$ cat src/rtl/i2s_pkg.sv
// Shared types and limits for the oversampling I2S frame receiver.
package i2s_pkg;

   typedef enum logic {
      HUNT = 1'b0,
      RECV = 1'b1
   } rx_state_e;

   localparam int CNT_W    = 6;
   localparam int MAX_BITS = 32;

endpackage

$ cat src/rtl/sync_edge.sv
// N-flop synchroniser for an asynchronous level, with single-cycle rise detect
// taken from the synchronised output and one further registered copy.
module sync_edge #(
   parameter int STAGES = 2
) (
   input  logic clk,
   input  logic rst_n,
   input  logic d_i,
   output logic rise_o
);

   logic [STAGES-1:0] sync_q;
   logic              level_prev_q;

   always_ff @(posedge clk or negedge rst_n) begin
      if (!rst_n) begin
         sync_q       <= '0;
         level_prev_q <= 1'b0;
      end else begin
         sync_q       <= {sync_q[STAGES-2:0], d_i};
         level_prev_q <= sync_q[STAGES-1];
      end
   end

   assign rise_o = sync_q[STAGES-1] & ~level_prev_q;

endmodule

$ cat src/rtl/i2s_frame_rx.sv
// Standard-format I2S receiver oversampled in clk: deserialises MSB-first words
// into a 1-deep valid/ready buffer and flags short slots and overruns.
//   state | meaning
//   HUNT  | waiting for the first WS transition; bits ignored
//   RECV  | word-aligned; collecting bits of the current slot
module i2s_frame_rx
   import i2s_pkg::*;
#(
   parameter int DATA_W      = 16,
   parameter int SYNC_STAGES = 2
) (
   input  logic              clk,
   input  logic              rst_n,
   input  logic              i2s_sck,
   input  logic              i2s_ws,
   input  logic              i2s_sd,
   output logic [DATA_W-1:0] out_data,
   output logic              out_right,
   output logic              out_valid,
   input  logic              out_ready,
   output logic              overrun,
   output logic              short_err
);

   localparam logic [DATA_W-1:0] MSB_BIT = DATA_W'(1) << (DATA_W - 1);

   logic                   sck_rise;
   logic [SYNC_STAGES-1:0] ws_sync_q;
   logic [SYNC_STAGES-1:0] sd_sync_q;
   logic                   ws_s;
   logic                   sd_s;

   rx_state_e              state_q, state_d;
   logic [CNT_W-1:0]       cnt_q, cnt_d;
   logic [DATA_W-1:0]      shift_q, shift_d;
   logic                   ws_prev_q, ws_prev_d;
   logic [DATA_W-1:0]      data_q, data_d;
   logic                   right_q, right_d;
   logic                   valid_q, valid_d;
   logic                   overrun_q, overrun_d;
   logic                   short_q, short_d;

   logic                   ws_chg;
   logic [DATA_W-1:0]      bit_mask;
   logic [DATA_W-1:0]      word;

   sync_edge #(.STAGES(SYNC_STAGES)) u_sck_sync (
      .clk    (clk),
      .rst_n  (rst_n),
      .d_i    (i2s_sck),
      .rise_o (sck_rise)
   );

   // ws and sd get the same depth as sck so a rise samples them in step.
   always_ff @(posedge clk or negedge rst_n) begin
      if (!rst_n) begin
         ws_sync_q <= '0;
         sd_sync_q <= '0;
      end else begin
         ws_sync_q <= {ws_sync_q[SYNC_STAGES-2:0], i2s_ws};
         sd_sync_q <= {sd_sync_q[SYNC_STAGES-2:0], i2s_sd};
      end
   end

   assign ws_s = ws_sync_q[SYNC_STAGES-1];
   assign sd_s = sd_sync_q[SYNC_STAGES-1];

   always_ff @(posedge clk or negedge rst_n) begin
      if (!rst_n) begin
         state_q   <= HUNT;
         cnt_q     <= '0;
         shift_q   <= '0;
         ws_prev_q <= 1'b0;
         data_q    <= '0;
         right_q   <= 1'b0;
         valid_q   <= 1'b0;
         overrun_q <= 1'b0;
         short_q   <= 1'b0;
      end else begin
         state_q   <= state_d;
         cnt_q     <= cnt_d;
         shift_q   <= shift_d;
         ws_prev_q <= ws_prev_d;
         data_q    <= data_d;
         right_q   <= right_d;
         valid_q   <= valid_d;
         overrun_q <= overrun_d;
         short_q   <= short_d;
      end
   end

   always_comb begin
      state_d   = state_q;
      cnt_d     = cnt_q;
      shift_d   = shift_q;
      ws_prev_d = ws_prev_q;
      data_d    = data_q;
      right_d   = right_q;
      valid_d   = valid_q & ~out_ready;
      overrun_d = 1'b0;
      short_d   = 1'b0;

      ws_chg   = ws_s ^ ws_prev_q;
      // Bits past DATA_W contribute nothing: the word is truncated, not rounded.
      bit_mask = (cnt_q < CNT_W'(DATA_W)) ? (MSB_BIT >> cnt_q) : '0;
      word     = shift_q | (sd_s ? bit_mask : '0);

      if (sck_rise) begin
         ws_prev_d = ws_s;
         case (state_q)
            HUNT: begin
               if (ws_chg) begin
                  state_d = RECV;
                  cnt_d   = '0;
                  shift_d = '0;
               end
            end
            RECV: begin
               if (ws_chg) begin
                  cnt_d   = '0;
                  shift_d = '0;
                  if (cnt_q < CNT_W'(DATA_W - 1)) begin
                     short_d = 1'b1;
                  end else if (valid_q && !out_ready) begin
                     overrun_d = 1'b1;
                  end else begin
                     data_d  = word;
                     right_d = ws_prev_q;
                     valid_d = 1'b1;
                  end
               end else begin
                  shift_d = word;
                  if (cnt_q != CNT_W'(MAX_BITS)) begin
                     cnt_d = cnt_q + CNT_W'(1);
                  end
               end
            end
         endcase
      end
   end

   assign out_data  = data_q;
   assign out_right = right_q;
   assign out_valid = valid_q;
   assign overrun   = overrun_q;
   assign short_err = short_q;

endmodule
$ cat config.mk
export PLATFORM = sky130hd
export DESIGN_NAME = i2s_frame_rx
export DESIGN_NICKNAME = d
export VERILOG_FILES = /design/src/rtl/i2s_pkg.sv /design/src/rtl/sync_edge.sv /design/src/rtl/i2s_frame_rx.sv
export SDC_FILE = /design/constraint.sdc
export NUM_CORES = 1
export LEC_CHECK = 0
export CAP_MARGIN = 25
export CORE_ASPECT_RATIO = 1.1
export CORE_MARGIN = 5
export CORE_UTILIZATION = 55
export DETAILED_ROUTE_END_ITERATION = 8
export PLACE_DENSITY = 0.9
export SLEW_MARGIN = 20
export SYNTH_ARGS = -nofsm -noshare
export SYNTH_HDL_FRONTEND = slang
export SYNTH_SLANG_ARGS = --single-unit
$ cat constraint.sdc
create_clock -name clk -period 2.8 [get_ports clk]
set_input_delay 0.56 -clock clk [delete_from_list [all_inputs] [get_ports clk]]
set_output_delay 0.56 -clock clk [all_outputs]
set_load 0.05 [all_outputs]
==> summary.txt, run 1 <==
FF+latch count, synth: 51
final worst slack: 0.606 ns
port bufs: 25
vias per cell: 6.36
Clock Skew: 0.00717 ns
sequential share of the synthesized area: 56.8%
Final HPWL DP: 3320 µm
CP Class: input pin to flop
worst reg2reg path endpoint: out_data[8]
RD Place Congestion: 0.824
Hold Buf Count CTS: 0
Worst setup SP type: input pin
Multi-input gate area: 893 µm²
RSZ-0062 raised after global routing: no
1st-iter DRT viols: 124
leakage: 1.16 nW
Total Wirelength: 4830 µm
Max Fclk: 456 MHz
reg2reg start: cnt_q[1]
IO Pins: 26
GRT Resource Usage Total: 19.2%
clock-pin transition on the worst setup and hold timing paths: 0.08 ns
Synth-to-Final Area Change: 18.0%
drt pass-1 iters: 4
Critical Path End Type: flop
synthesized area: 2250 µm²
detailed-route wire length per cell: 18.5 µm
worst skew pair latency: 0.31 ns
setup TNS: 0 ns
Synth top cells by count: dfrtp_1 (51), o22a_1 (12), a311o_1 (10)
Tightest Pin Transition: 0.996 ns
Yosys top cell by area: dfrtp_1
Seq pwr share: 52.3%
post-layout minimum cycle time: 2.19 ns
r2r worst-path depth: 5
DIE WIDTH: 70.9 µm
H-tree depth: 2
max_cap viols: 0
number of setup buffers added after CTS: 0
layout cells sized above 1: 10.5%
Die ar.: 5460 µm²
Max clock buf depth: 2
WP data arrival: 2.38 ns
FFs w/ async S/R, synth: 100%
Hold Fails Final Rpt: 0
EDFF count, synth: 0
endpoints failing setup: 0
post-route ant nets: 0
Tcrit/Tclk final: 78.3%
Post-Synthesis Cells: 182
clock root buffer: clkbuf_8
crit-path max FO: 13
pre-CTS setup slack: 0.333 ns
Finished Layout Cells: 261
Switching Fraction: 28.6%
status: complete, no violations
Antenna diodes: 0
Max transition margin: 33.5%
placed insts: 254
Hold WC Path Type: input pin to asynchronous set/reset pin
Via Count: 1,661
largest net degree at the start of global routing: 33
Synth area leaders: dfrtp_1 (57%), o22a_1 (4.7%), a311o_1 (4.5%), o2bb2ai_1 (3.1%), a41oi_1 (1.9%)
post-synth top area share: 56.8%
first-pass GRT wire length: 8270 µm
GRT overflow: 0
Syn Nets: 190
Mean Syn Cell Area: 12.3 µm²
num rows: 24
Initial Utilization: 56.7%
Synth cell types: 44
DRC viols: 0
Slew Viols, Final: 0
pwr dens: 610 nW/µm²
Ys Warns: 0
chip height: 77.0 µm
total core area: 3960 µm²
Overall Power: 0.00162 W
number of buffers created by CTS: 5
Pint: 0.00115 W
Nets: 217
clock share of power: 30.2%
most common cell in the netlist: dfrtp_1
Reg area: 1280 µm²
Top FF cell, synth: dfrtp_1
vias in the first global route: 1,612
VDD IR-drop max: 0.388 mV
fillers: 305
Resize count post-CTS: 0
antenna violations before repair: 0
Combinational Power Share: 17.4%
CP Data Required Time: 2.99 ns
flop-to-flop setup slack: 0.68 ns
CTS tree: yes
Psw: 0.000462 W
CTS Sinks: 51
[stage by stage]
stage	hold WS, ns	utilization [%]	cell area [µm²]
floorplan	0.264	-	2250
global placement	0.331	64.3	2550
detailed placement	0.340	64.3	2550
CTS	0.184	66.9	2650
global route	0.201	66.9	2650
finish	0.177	66.9	2650
[metal layers]
metal	track usage, %	wire (µm)
met2	29.6	2350
met3	4.58	203
met5	0	0
met4	7.71	96
met1	26.2	2180
[worst max-delay path, cell delays in order]
cell             delay (ns)
clkdlybuf4s50_1        0.43
nor2b_1                0.78
a2111oi_4              0.11
buf_4                  0.23
mux2_2                 0.27
[cell families (layout without fill, tap and decap cells)]
family	count (synthesis)	count (layout)	share of synthesized area [%]
AOI/OAI and AO/OA	57	57	21.8
xor gates and xnor gates	2	2	0.780
adders and majority gates	2	2	1.11
buffers and inverters	17	44	3.40
DFF	51	51	56.8
muxes	7	7	3.29
and+or+nand+nor	46	46	12.8
[layout by cell type, fill, tap and decap left out, types with 6 or more instances in the layout]
cell              n
clkdlybuf4s50_1  24
a311o_1          10
o2bb2ai_1         8
buf_4             6
o22a_1           12
nor2_1            9
dfrtp_1          51
inv_1             6
[final cells by class]
class,instances,share of cell area [%]
timing repair buffer,31,11.0
multi-input combinational,114,33.7
clock inverter,1,1.13
clock buffer,6,2.74
inverter,6,0.850
tap,52,2.46
sequential,51,48.2
[flip-flops by register name, indices dropped and copies added (netlist names)]
name                     count
out_data                    16
shift_q                     16
cnt_q                        6
sd_sync_q                    2
u_sck_sync.sync_q            2
ws_sync_q                    2
out_right                    1
out_valid                    1
overrun                      1
short_err                    1
state_q                      1
u_sck_sync.level_prev_q      1
ws_prev_q                    1
[worst max-delay path by stage]
stage	startpoint	endpoint	slack (ns)
after floorplan	out_valid	out_data[8]	0.97
final	out_ready	out_data[8]	0.61
after global routing	out_ready	out_right	0.52
after global placement	out_ready	out_data[8]	0.39
after CTS	out_ready	out_data[8]	0.64
after detailed placement	out_ready	out_data[8]	0.33
[power by group through the flow]
stage,Combinational (W),Sequential (W),Clock [W]
finish,0.000282,0.000846,0.000489
global route,0.000314,0.000855,0.000528
CTS,0.000279,0.000843,0.000495
detailed placement,0.000276,0.000859,0
global placement,0.000268,0.000855,0
floorplan,0.000213,0.000827,0
Note: power is estimated with default switching activity, not from simulation.
==> run 2, diff against run 1 <==
- CORE_UTILIZATION: 55 -> 50
- PLACE_DENSITY: 0.9 -> 0.86
- clock period: 2.8 -> 1.9 ns (I/O delays scaled with it)
==> summary.txt, run 2 (synthesized netlist as in run 1, its figures left out) <==
status: complete, no violations
port bufs: 25 (unchanged)
Hold Buf Count CTS: 0 (unchanged)
clock-pin transition on the worst setup and hold timing paths: 0.08 ns (about the same)
post-route ant nets: 0 (unchanged)
VDD IR-drop max: 0.427 mV (+10%)
Hold Slack: 0.0561 ns (-0.121 ns)
worst stage delay on the critical path: 0.81 ns (+0.03 ns)
crit-path leading delay family: buffers and inverters
post-layout minimum cycle time: 1.85 ns
DRC viols: 0 (unchanged)
r2r worst-path depth: 5 (unchanged)
Initial Utilization: 52.0% (-4.6 points)
Multi-input gate area: 893 µm² (unchanged)
Tightest Pin Transition: 0.504 ns (-0.492 ns)
fillers: 339 (+11%)
Worst path depth: 1 (-4)
1st-iter DRT viols: 74 (-40%)
WP buf/inv: 1 (-1)
CTS Sinks: 51 (unchanged)
CTS tree: yes
RSZ-0062 raised after global routing: no
Slew Viols, Final: 0 (unchanged)
CP Data Required Time: 1.52 ns (-1.47 ns)
WP data arrival: 1.47 ns (-0.91 ns)
Worst setup SP type: flop
Overall Power: 0.00240 W (+48%)
Crit-path slowest cell: clkdlybuf4s50_1
Total Wirelength: 4810 µm (-0.23%)
first-pass GRT wire length: 8340 µm (+0.75%)
vias in the first global route: 1,673 (+3.8%)
GRT Resource Usage Total: 18.4% (-0.81 points)
detailed-route wire length per cell: 17.8 µm (-3.6%)
worst-path cell chain: clkdlybuf4s50_1
number of setup buffers added after CTS: 0 (unchanged)
GRT overflow: 0 (unchanged)
antenna violations before repair: 0 (unchanged)
Max transition margin: 66.3% (+33 points)
commonest non-fill, non-tap cell in the layout: dfrtp_1
Via Count: 1,680 (+1.1%)
drt pass-1 iters: 4 (unchanged)
DIE WIDTH: 73.9 µm (+4.2%)
Final HPWL DP: 3440 µm (+3.8%)
largest net degree at the start of global routing: 52 (+58%)
Reg area: 1280 µm² (unchanged)
Critical Path End Type: primary output
Hold WC Path Type: input pin to asynchronous set/reset pin
num rows: 25 (+4.2%)
CP Class: flop to primary output
pwr dens: 888 nW/µm² (+46%)
Clock Skew: 0.00232 ns (-0.00484 ns)
max_cap viols: 0 (unchanged)
Tcrit/Tclk final: 97.3%
chip height: 80.3 µm (+4.2%)
RD Place Congestion: 0.853 (+3.5%)
vias per cell: 6.22 (-2.2%)
most frequent cells in the layout: dfrtp_1 (51), buf_4 (22), o22a_1 (12), clkdlybuf4s50_1 (11), a311o_1 (10)
leakage: 1.23 nW (+6.6%)
Max clock buf depth: 2 (unchanged)
H-tree depth: 2 (unchanged)
layout cells sized above 1: 18.1% (+7.5 points)
Synth-to-Final Area Change: 20.2%
Die ar.: 5930 µm² (+8.6%)
Hold Fails Final Rpt: 0 (unchanged)
Max Fclk: 541 MHz
worst skew pair latency: 0.29 ns (-0.02 ns)
crit-path max FO: 2 (-11)
total core area: 4320 µm² (+8.9%)
placed insts: 263 (+3.5%)
IO Pins: 26 (unchanged)
endpoints failing setup: 0 (unchanged)
Nets: 224 (+3.2%)
Finished Layout Cells: 270 (+3.4%)
Antenna diodes: 0 (unchanged)
number of buffers created by CTS: 5 (unchanged)
clock root buffer: clkbuf_8
[run 2: repair_timing]
| item | 4_1_cts | 5_1_grt |
|---|---|---|
| endpoints found under the hold margin | 0 | 0 |
| setup endpoints to repair | 0 | 3 |
| gates resized for setup | 0 | 3 |
[run 2: power breakdown]
part	leakage [nW]	total [W]	switching (W)	internal [W]
logic	0.513	0.000498	0.000298	0.000199
registers	0.669	0.00120	0.0000499	0.00115
clock network	0.0513	0.000704	0.000318	0.000386
total	1.23	0.00240	0.000666	0.00173
[run 2: path summary, 6_finish.rpt]
| kind | start | endpoint | slack, ns |
|---|---|---|---|
| worst max-delay path | out_data[10] | out_data[10] | 0.05 |
| worst min-delay path | rst_n | u_sck_sync.sync_q[1] | 0.06 |
| worst max register to register | ws_prev_q | out_data[1] | 0.19 |
| worst min register to register | sd_sync_q[0] | sd_sync_q[1] | 0.36 |
| max in group asynchronous | rst_n | out_valid | 1.62 |
| min in group clk | sd_sync_q[0] | sd_sync_q[1] | 0.36 |
[run 2: cell type report]
class	count	share of cell area, %
inverter	6	0.834
timing repair buffer	38	12.5
clock inverter	1	1.11
multi-input combinational	114	33.1
tap	54	2.50
sequential	51	47.3
clock buffer	6	2.69
[run 2: stage by stage]
stage,setup slack (ns),setup TNS (ns),utilization (%),cell area (µm²)
finish,0.0519,0,62.6,2700
CTS,0.0377,0,62.4,2690
global route,0.00945,0,62.6,2700
floorplan,0.0744,0,-,2250
global placement,0.0710,0,60.0,2590
detailed placement,-0.0223,-0.0223,60.0,2590
[run 2: routing by layer]
layer  GRT usage (%)  part of all wire [%]  vias to the layer above
met2            28.6                    49                       67
met4            9.60                   3.8                        0
met5               0                     0                        -
met1            23.5                    42                      830
met3            4.51                   5.6                       16
li1                -                     -                      767
